$ cat src/rtl/apb_master.sv
// ---------------------------------------------------------------------------
// apb_master
//
// Bridges a CPU-side valid/ready request port to an APB bus. It serves four
// slaves. Each accepted request is address-decoded to one slave select and
// driven through SETUP -> ACCESS. The ACCESS phase waits on that slave's
// PREADY for at most TIMEOUT cycles. The result then comes back on a
// one-cycle response strobe.
//
// Ports
//   PCLK, PRESET             bus clock (rising edge), async active-low reset
//   req_valid/req_ready      request handshake; ready is high only in IDLE
//   req_addr/req_write/
//   req_wdata                request address, direction (1 = write), data
//   rsp_valid                one-cycle response strobe, no backpressure
//   rsp_rdata/rsp_err        read data (0 on write/error), error flag
//   PADDR/PWRITE/PWDATA      APB address, direction, write data (registered)
//   PSEL/PENABLE             APB one-hot select and enable (registered)
//   PRDATA0..3, PREADY       per-slave read data and ready
// ---------------------------------------------------------------------------
module apb_master #(
    parameter int NUM_SLV = 4,
    parameter int TIMEOUT = 16
) (
    input  logic               PCLK,
    input  logic               PRESET,
    input  logic               req_valid,
    output logic               req_ready,
    input  logic [31:0]        req_addr,
    input  logic               req_write,
    input  logic [31:0]        req_wdata,
    output logic               rsp_valid,
    output logic [31:0]        rsp_rdata,
    output logic               rsp_err,
    output logic [31:0]        PADDR,
    output logic               PWRITE,
    output logic [31:0]        PWDATA,
    output logic               PENABLE,
    output logic [NUM_SLV-1:0] PSEL,
    input  logic [31:0]        PRDATA0,
    input  logic [31:0]        PRDATA1,
    input  logic [31:0]        PRDATA2,
    input  logic [31:0]        PRDATA3,
    input  logic [NUM_SLV-1:0] PREADY
);

    typedef enum logic [1:0] {IDLE, SETUP, ACCESS, RESP} state_t;

    localparam logic [7:0] CNT_LAST = 8'(TIMEOUT - 1);

    state_t      state;
    logic [1:0]  idx;
    logic [7:0]  cnt;
    logic        dec_ok;
    logic        pready_sel;
    logic [31:0] prdata_sel;

    // The peripheral window is 0x1000_0000-0x1000_3FFF, with 4 KB per slave.
    assign dec_ok     = (req_addr[31:14] == 18'h04000);
    assign req_ready  = (state == IDLE);
    assign pready_sel = PREADY[idx];

    // NOTE: every signal assigned in always_comb gets a default first.
    // Otherwise a missed branch infers a latch.
    always_comb begin
        prdata_sel = '0;
        case (idx)
            2'd0:    prdata_sel = PRDATA0;
            2'd1:    prdata_sel = PRDATA1;
            2'd2:    prdata_sel = PRDATA2;
            default: prdata_sel = PRDATA3;
        endcase
    end

    // NOTE: sequential state uses non-blocking assignments only. All
    // registers then update together at the edge, whatever the statement
    // order.
    always_ff @(posedge PCLK or negedge PRESET) begin
        if (!PRESET) begin
            state     <= IDLE;
            idx       <= '0;
            cnt       <= '0;
            PADDR     <= '0;
            PWRITE    <= 1'b0;
            PWDATA    <= '0;
            PSEL      <= '0;
            PENABLE   <= 1'b0;
            rsp_valid <= 1'b0;
            rsp_rdata <= '0;
            rsp_err   <= 1'b0;
        end else begin
            rsp_valid <= 1'b0;
            case (state)
                IDLE: begin
                    if (req_valid) begin
                        PADDR  <= req_addr;
                        PWRITE <= req_write;
                        PWDATA <= req_wdata;
                        if (dec_ok) begin
                            idx   <= req_addr[13:12];
                            PSEL  <= NUM_SLV'(1) << req_addr[13:12];
                            state <= SETUP;
                        end else begin
                            // A decode miss never touches the bus. It answers directly.
                            rsp_valid <= 1'b1;
                            rsp_err   <= 1'b1;
                            rsp_rdata <= '0;
                            state     <= RESP;
                        end
                    end
                end
                SETUP: begin
                    PENABLE <= 1'b1;
                    cnt     <= '0;
                    state   <= ACCESS;
                end
                ACCESS: begin
                    // PREADY is checked before the timeout. A ready in the
                    // last allowed cycle still completes the transfer.
                    if (pready_sel) begin
                        rsp_valid <= 1'b1;
                        rsp_err   <= 1'b0;
                        rsp_rdata <= PWRITE ? 32'h0 : prdata_sel;
                        PSEL      <= '0;
                        PENABLE   <= 1'b0;
                        state     <= RESP;
                    end else if (cnt == CNT_LAST) begin
                        rsp_valid <= 1'b1;
                        rsp_err   <= 1'b1;
                        rsp_rdata <= '0;
                        PSEL      <= '0;
                        PENABLE   <= 1'b0;
                        state     <= RESP;
                    end else begin
                        cnt <= cnt + 8'd1;
                    end
                end
                RESP: begin
                    state <= IDLE;
                end
                default: begin
                    state <= IDLE;
                end
            endcase
        end
    end

endmodule

$ cat config.mk
export PLATFORM = sky130hd
export DESIGN_NAME = apb_master
export DESIGN_NICKNAME = d
export VERILOG_FILES = /design/src/rtl/apb_master.sv
export SDC_FILE = /design/constraint.sdc
export NUM_CORES = 1
export LEC_CHECK = 0
export CORE_MARGIN = 1.5
export CORE_UTILIZATION = 43
export DETAILED_ROUTE_END_ITERATION = 7
export PLACE_DENSITY = 0.89
export SLEW_MARGIN = 40
export SYNTH_ARGS = -nofsm -noshare
export SYNTH_HDL_FRONTEND = slang
export SYNTH_SLANG_ARGS = --single-unit
$ cat constraint.sdc
create_clock -name PCLK -period 5.5 [get_ports PCLK]
set_input_delay 0.825 -clock PCLK [delete_from_list [all_inputs] [get_ports PCLK]]
set_output_delay 0.825 -clock PCLK [all_outputs]
set_load 0.005 [all_outputs]
==> impl_metrics.yaml <==
outcome:
  run_status: "completed"
setup_path:
  timing.critical_path.required_ns: 5.78
  worstSetupPathType: "in -> reg"
  r2r_start: "cnt[0]$_DFFE_PN0P_"
  timing.reg2reg.setup_slack_ns: 2.81
  timing.reg2reg.worst_path_depth: 7
  rr_endpoint: "rsp_err$_DFFE_PN0P_"
  cp-end-kind: "flop"
  critical_path_peak_fanout: 33
  timing.critical_path.arrival_ns: 3.18
  crit_path_start_kind: "primary input"
  crit_start: "PREADY[2]"
clock_network:
  cts_max_level: 4
  holdBufCountCts: 0
  clock_path_buffers: 2
  postCtsSetupBuffers: 0
  post_cts.resized_instances: 0
  clkLatencyLatePin_ns: 0.41
  cts_buffers: 17
  root_buffer_selected_by_cts: "clkbuf_16"
  path_clk_slew_ns: 0.05
  cts_sinks: 116
  tritoncts: "yes"
pwr:
  cellLeakagePower_nw: 3.88
  cellPowerDensity_nw_per_um2: 456
  vdd.ir_drop.worst_v: 0.000249
  totalPowerFinal_mw: 4.34
timing:
  setup_violators_final: 0
  timing.final.hold_violations: 0
  post-route-period-util_pct: 52.7
  rsz_0062_raised_after_global_routing: "no"
  worst_skew_ns: 0.00653
  postLayoutSetupSlackWorst_ns: 2.60
  tightest_slew_ns: 0.739
  tns_ns: 0
  maxClockFrequency_mhz: 345
  report.final.slew_viol_count: 0
  finalCriticalPeriod_ns: 2.90
  slew_headroom_pct: 50.7
  fin_worst_hold_slack_ns: 0.412
detailed_routing:
  route.detailed.wl_per_inst_um: 19.4
  postRouteAntennaNets: 0
  detailedRoute.firstIterationViolations: 208
  drcViolationCount: 0
  num_vias: 4586
  dr.pass1.iters: 4
  via_per_inst: 5.21
  totalWireLength_um: 17100
run:
  max_cap_viol_count: 0
logic_synthesis:
  post-synth-top-count-cell: "dfrtp_1"
  synth-edff-count: 0
  yosys_register_bits: 116
  synth.largest_area_cell: "dfrtp_1"
  ys_warn_count: 0
  synth.distinct_cells: 32
  synth_async_sr_flop_share_pct: 100
  synthesis.nets: 590
  synth.top_cells.by_area: "dfrtp_1, mux2_2, mux4_2, mux2_4, nor2b_1"
  syn_area_per_cell_um2: 14.8
  syn_inst: 387
  most_frequent_cells_after_synthesis: "dfrtp_1, mux2_2, mux4_2"
  synth_ff_type: "dfrtp_1"
  syn-cell-area_um2: 5740
  synth_seq_area_share_pct: 50.6
  synth_top_cell_area_share_pct: 50.6
placed_design:
  dpl.hpwl_um: 12900
  placedCellCount: 848
  place_ws_ns: 2.17
  gpl.final_weighted_congestion: 0.822
  dpl-instance-area_um2: 8920
  buffer_ports.inserted: 304
layout:
  drive_above_1_share_pct: 25.1
  area_delta_synth_final_pct: 66.0
  post-route-util_pct: 72.5
  post_layout_nonfiller_instances: 881
  fin_area_um2: 9530
  nets: 894
global_route:
  antenna_violations_before_repair: 2
  grt_pass1_vias: 4948
  global_route.overflow_total: 0
  global_route.usage.total_pct: 24.8
  grt_first_pass_wirelength_um: 26900
  grt_start_max_net_pins: 74
die:
  initial_core_util_pct: 43.7
  top_level_ports: 305
  design.core.area_um2: 13100
  die_area_um2: 14000
  die-width_um: 119
  fp.dieH_um: 119
  num_rows: 42
min_path:
  min_path_type: "in -> async"
==> worst max-delay path, stage by stage <==
cell             delay [ns]
clkdlybuf4s50_1        0.46
mux4_2                 0.33
a21oi_4                0.08
a211o_1                0.35
o21ba_2                0.24
buf_4                  0.49
mux2_1                 0.39
==> state kept, by name, summed over array words and instances (netlist names), 2 cells and up <==
| register | count |
|---|---|
| rsp_rdata | 32 |
| PADDR | 32 |
| idx | 2 |
| cnt | 8 |
| PSEL | 4 |
| state | 2 |
| PWDATA | 32 |
==> per-layer routing <==
metal  up-vias  routed length, um  track usage [%]
met5         -                 13                0
met4         2                442             8.36
met3        42               1210             7.00
met2       228               9000             43.9
met1      2270               6440             28.9
li1       2044                  -                -
==> report_power, final <==
| group | leakage (nW) | internal, mW | switching, mW |
|---|---|---|---|
| registers | 1.46 | 1.20 | 0.189 |
| logic | 2.12 | 1.17 | 0.659 |
| clock network | 0.302 | 0.736 | 0.378 |
==> cell usage in the layout (no fill, tap or decap), types with 2 or more instances in the layout <==
| cell type | netlist | layout |
|---|---|---|
| nor2b_1 | 32 | 32 |
| mux2_4 | 30 | 30 |
| buf_4 | 0 | 5 |
| nand4_1 | 4 | 4 |
| ha_1 | 3 | 3 |
| o21ai_0 | 7 | 7 |
| a21o_1 | 2 | 2 |
| nor2_1 | 9 | 9 |
| nor3_1 | 3 | 3 |
| inv_1 | 5 | 5 |
| nand2_1 | 12 | 11 |
| clkinv_2 | 0 | 4 |
| clkdlybuf4s50_1 | 0 | 303 |
| mux2_1 | 3 | 3 |
| nor4_1 | 2 | 2 |
| mux2_2 | 71 | 71 |
| dfrtp_1 | 116 | 115 |
| bufinv_16 | 0 | 2 |
| mux2i_1 | 3 | 3 |
| clkbuf_8 | 0 | 6 |
| and3_1 | 2 | 2 |
| nor3b_1 | 3 | 3 |
| nand3_1 | 8 | 8 |
| clkbuf_16 | 0 | 17 |
| o311ai_0 | 3 | 3 |
| o2bb2ai_1 | 3 | 3 |
| mux4_2 | 33 | 33 |
==> layout make-up <==
cell class,instances,area (um^2)
antenna,1,2.50
clock buffer,24,512
clock inverter,8,96.3
fill,864,3610
inverter,5,18.8
multi-input combinational,242,2690
sequential,116,2900
tap,176,220
timing repair buffer,309,3080
==> logic make-up after synthesis <==
logic type / Yosys count / share of synthesized area, %
mux: 140 / 35.8
flops: 116 / 50.6
simple gates: 79 / 7.70
buf+inv: 29 / 2.55
compound gates: 20 / 2.66
fa+ha+maj: 3 / 0.654
==> worst max-delay path by stage <==
stage | end | slack (ns) | depth (start not counted)
floorplan | rsp_rdata[0]$_DFFE_PN0P_ | 2.95 | 7
global placement | rsp_rdata[31]$_DFFE_PN0P_ | 2.24 | 7
detailed placement | rsp_err$_DFFE_PN0P_ | 2.17 | 7
CTS | rsp_err$_DFFE_PN0P_ | 2.59 | 7
global route | rsp_err$_DFFE_PN0P_ | 2.50 | 7
finish | rsp_err$_DFFE_PN0P_ | 2.60 | 7
Note: power is estimated with default switching activity, not from simulation.
==> variant 1, RTL diff (config.mk and constraints unchanged) <==
Encoding of `state_t`: now one-hot (4 bits for 4 states).
--- a/src/rtl/apb_master.sv
+++ b/src/rtl/apb_master.sv
@@ -44,7 +44,7 @@
     input  logic [NUM_SLV-1:0] PREADY
 );
 
-    typedef enum logic [1:0] {IDLE, SETUP, ACCESS, RESP} state_t;
+    typedef enum logic [3:0] {IDLE = 4'b0001, SETUP = 4'b0010, ACCESS = 4'b0100, RESP = 4'b1000} state_t;
 
     localparam logic [7:0] CNT_LAST = 8'(TIMEOUT - 1);
 
Behaviour: same outputs for any inputs over 4 cycles, from zero or initial values and one cycle with PRESET low; so few cycles prove little.
==> variant 1 against the original RTL <==
Sequential cell count grew 2; routed wire length grew 11%; hold slack gained 7.5 ps; setup slack lost 30 ps; final area shrank 4.4%; via count grew 12%; area after synthesis shrank 7.4%.
Power is not compared: it rests on default switching activity, and its combinational part moved more than twofold at a synthesized area within 25%.
==> variant 1: results <==
set metrics [dict create \
    ctsResizeCount 0 \
    drive_above_1_share_pct 11.0 \
    power_leakage_uw 0.00402 \
    worstPathMaxFanout 18 \
    grtUsageTotal_pct 29.4 \
    synth.distinct_cells 40 \
    routed_wl_um 18900 \
    max_stage_delay_ps 550 \
    r2r_start "idx[0]" \
    slew_headroom_pct 49.6 \
    synth.net_count 682 \
    synthTopCellsByCount "nand2_1, dfrtp_1, a22o_1, mux4_2, clkbuf_1" \
    dp_hpwl_um 14400 \
    grt_pass1_wl_um 28500 \
    arrival_ps 3270 \
    clock_skew_ps 9.12 \
    grt_max_degree 72 \
    firstDrtPassIters 5 \
    finalWeightedCongestion 0.896 \
    antenna_found_initial 0 \
    drt-initial-drc-count 382 \
    ys_seq_area_share_pct 55.6 \
    r2r_setup_slack_ps 2780 \
    fill_cells 743 \
    synthTopCellsByArea "dfrtp_1, nand2_1, mux4_2" \
    crit_end "rsp_rdata[23]" \
    grt_pass1_vias 5412 \
    dr_total_vias 5150 \
    htree_levels 4 \
    dpl_cell_area_um2 8490 \
    crit_path_start "req_addr[17]" \
    critPathSlowestCell "a21oi_4" \
    final_net_count 983 \
    status "complete, no violations" \
    tritoncts "built" \
]
[variant 1: cell count changes after synthesis, moves of 30 or more]
cell	change
mux2_4	-30
nor2b_1	-32
mux2_2	-65
nand2_1	+192
a22o_1	+32
[variant 1: layout make-up]
type / count / share of cell area (%)
repair buffers: 312 / 34.2
flip-flops and latches: 118 / 32.4
multi-input cells: 330 / 24.7
clock buffers: 21 / 5.16
well taps: 147 / 2.02
clock inverters: 9 / 1.40
inverters: 3 / 0.124
diodes: 1 / 0.0275
[variant 1: stage by stage]
step                total power (uW)  hold slack, ps  utilization (%)  std cells  setup WS, ps
CTS                             2790             474             75.7        939          2300
global placement                1640             458             70.6        909          2080
detailed placement              1670             462             70.7        909          1900
finish                          2780             419             75.8        941          2570
floorplan                       1220             467                -        481          3190
global route                    2890             466             75.8        940          2450
[variant 1: worst min path at each step]
stage	from	to	slack (ps)	cells past startpoint
finish	PRESET	PWDATA[8]	420	1
global route	PRESET	PWDATA[2]	470	1
CTS	PADDR[24]	PADDR[24]	470	2
detailed placement	PADDR[24]	PADDR[24]	460	2
global placement	PADDR[17]	PADDR[17]	460	2
floorplan	cnt[5]	cnt[5]	470	1
[variant 1: logic make-up after synthesis]
| group | count (synthesis) | share of synthesized area, % |
|---|---|---|
| AND/OR/NAND/NOR | 240 | 18.6 |
| AO/OA/AOI/OAI | 48 | 7.46 |
| flip-flops | 118 | 55.6 |
| buffers and inverters | 33 | 2.50 |
| XOR/XNOR | 2 | 0.330 |
| multiplexers | 39 | 15.3 |
| adder cells (fa/ha/maj) | 1 | 0.235 |
[variant 1: report_power, final]
group          leakage [uW]  internal (uW)  switching, uW
sequential          0.00151            984           70.9
clock              0.000287            740            376
combinational       0.00223            380            225
[variant 1: critical path, delay by kind of cell]
family / cells / cell delay (ps)
AO/OA/AOI/OAI: 2 / 720
buffers and inverters: 2 / 670
AND/OR/NAND/NOR: 3 / 1060
[variant 1: routing by layer]
layer  vias up  track usage [%]  wire, um
met5         -                0         0
met4         0             17.1       965
met3        67             7.25      1470
met2       333             53.3      9950
met1      2483             31.1      6520
li1       2267                -         -
==> variant 2, RTL diff (config.mk and constraints unchanged) <==
Made on the original files. The parameter `NUM_SLV` goes from 4 to 5.
--- a/src/rtl/apb_master.sv
+++ b/src/rtl/apb_master.sv
@@ -19,7 +19,7 @@
 //   PRDATA0..3, PREADY       per-slave read data and ready
 // ---------------------------------------------------------------------------
 module apb_master #(
-    parameter int NUM_SLV = 4,
+    parameter int NUM_SLV = 5,
     parameter int TIMEOUT = 16
 ) (
     input  logic               PCLK,
Interface: changed (resized PREADY and PSEL); port bits go from 305 to 307. The function was not compared with the original's and may differ.
==> variant 2 against the original RTL <==
Final area hardly changed; first-iteration DRC count is 3.4% lower; routed wire length is 0.74% higher; sequential cell count stayed put; fmax is 0.96% lower; power is 0.35% lower; hold slack worse by 43 ps; largest power group unchanged; setup slack worse by 28 ps; cell count is 0.11% higher; area after synthesis is 0.20% higher.
==> variant 2: results <==
set metrics [dict create \
    status "complete, no violations" \
    dp_slack_ps 2160 \
    grt_pass1_vias 4910 \
    synth_compound_area_share_pct 2.66 \
    r2r_cells 6 \
    synth_fa_ha_area_share_pct 0.653 \
    min_period_ps 2930 \
    routed_wl_um 17200 \
    synth_mux_area_share_pct 35.8 \
    timing.hold.ws_ps 369 \
    max_stage_delay_ps 520 \
    drt-initial-drc-count 201 \
    wl_met3_um 950 \
    ys_seq_area_share_pct 50.5 \
    met1_length_um 6630 \
    fill_cells 877 \
    synth.net_count 593 \
    r2r_setup_slack_ps 2800 \
    grt_max_degree 60 \
    finalWeightedCongestion 0.819 \
    synthTopCellsByArea "dfrtp_1, mux2_2, mux4_2" \
    critPathSlowestCell "or4_1" \
    path_delay_family "simple AND/OR/NAND/NOR gates" \
    fin_cells 882 \
    drive_above_1_share_pct 25.1 \
    crit_end "rsp_rdata[27]" \
    peakVddDrop_uv 340 \
    placed_cells 850 \
    dp_hpwl_um 13000 \
    synth.distinct_cells 34 \
    arrival_ps 3220 \
    crit_path_start "req_addr[17]" \
    reg2reg_to "rsp_rdata[27]" \
    final_net_count 897 \
    antenna_found_initial 0 \
    slew_headroom_pct 51.3 \
    grt_pass1_wl_um 26700 \
    grtUsageTotal_pct 25.1 \
    top_layer "met4" \
]
==> variant 2: report_power, final <==
group / internal, uW / leakage, uW / switching [uW]
combinational: 1180 / 0.00213 / 662
sequential: 1210 / 0.00146 / 186
clock: 722 / 0.000295 / 375
total: 3100 / 0.00388 / 1220
==> variant 2: kinds of logic (layout without fill, tap and decap cells) <==
family / Yosys count / in the layout
simple gates: 79 / 79
compound gates: 20 / 20
mux: 140 / 140
flops: 116 / 116
fa+ha+maj: 3 / 3
buf+inv: 30 / 347
other cells: 1 / 1
==> variant 2: layout make-up <==
| type | count | area, um^2 | share of cell area (%) |
|---|---|---|---|
| Tap cell | 176 | 220 | 2.31 |
| Inverter | 5 | 18.8 | 0.197 |
| Sequential cell | 116 | 2900 | 30.5 |
| Clock buffer | 23 | 498 | 5.23 |
| Timing Repair Buffer | 310 | 3090 | 32.4 |
| Multi-Input combinational cell | 243 | 2700 | 28.3 |
| Clock inverter | 9 | 100 | 1.05 |
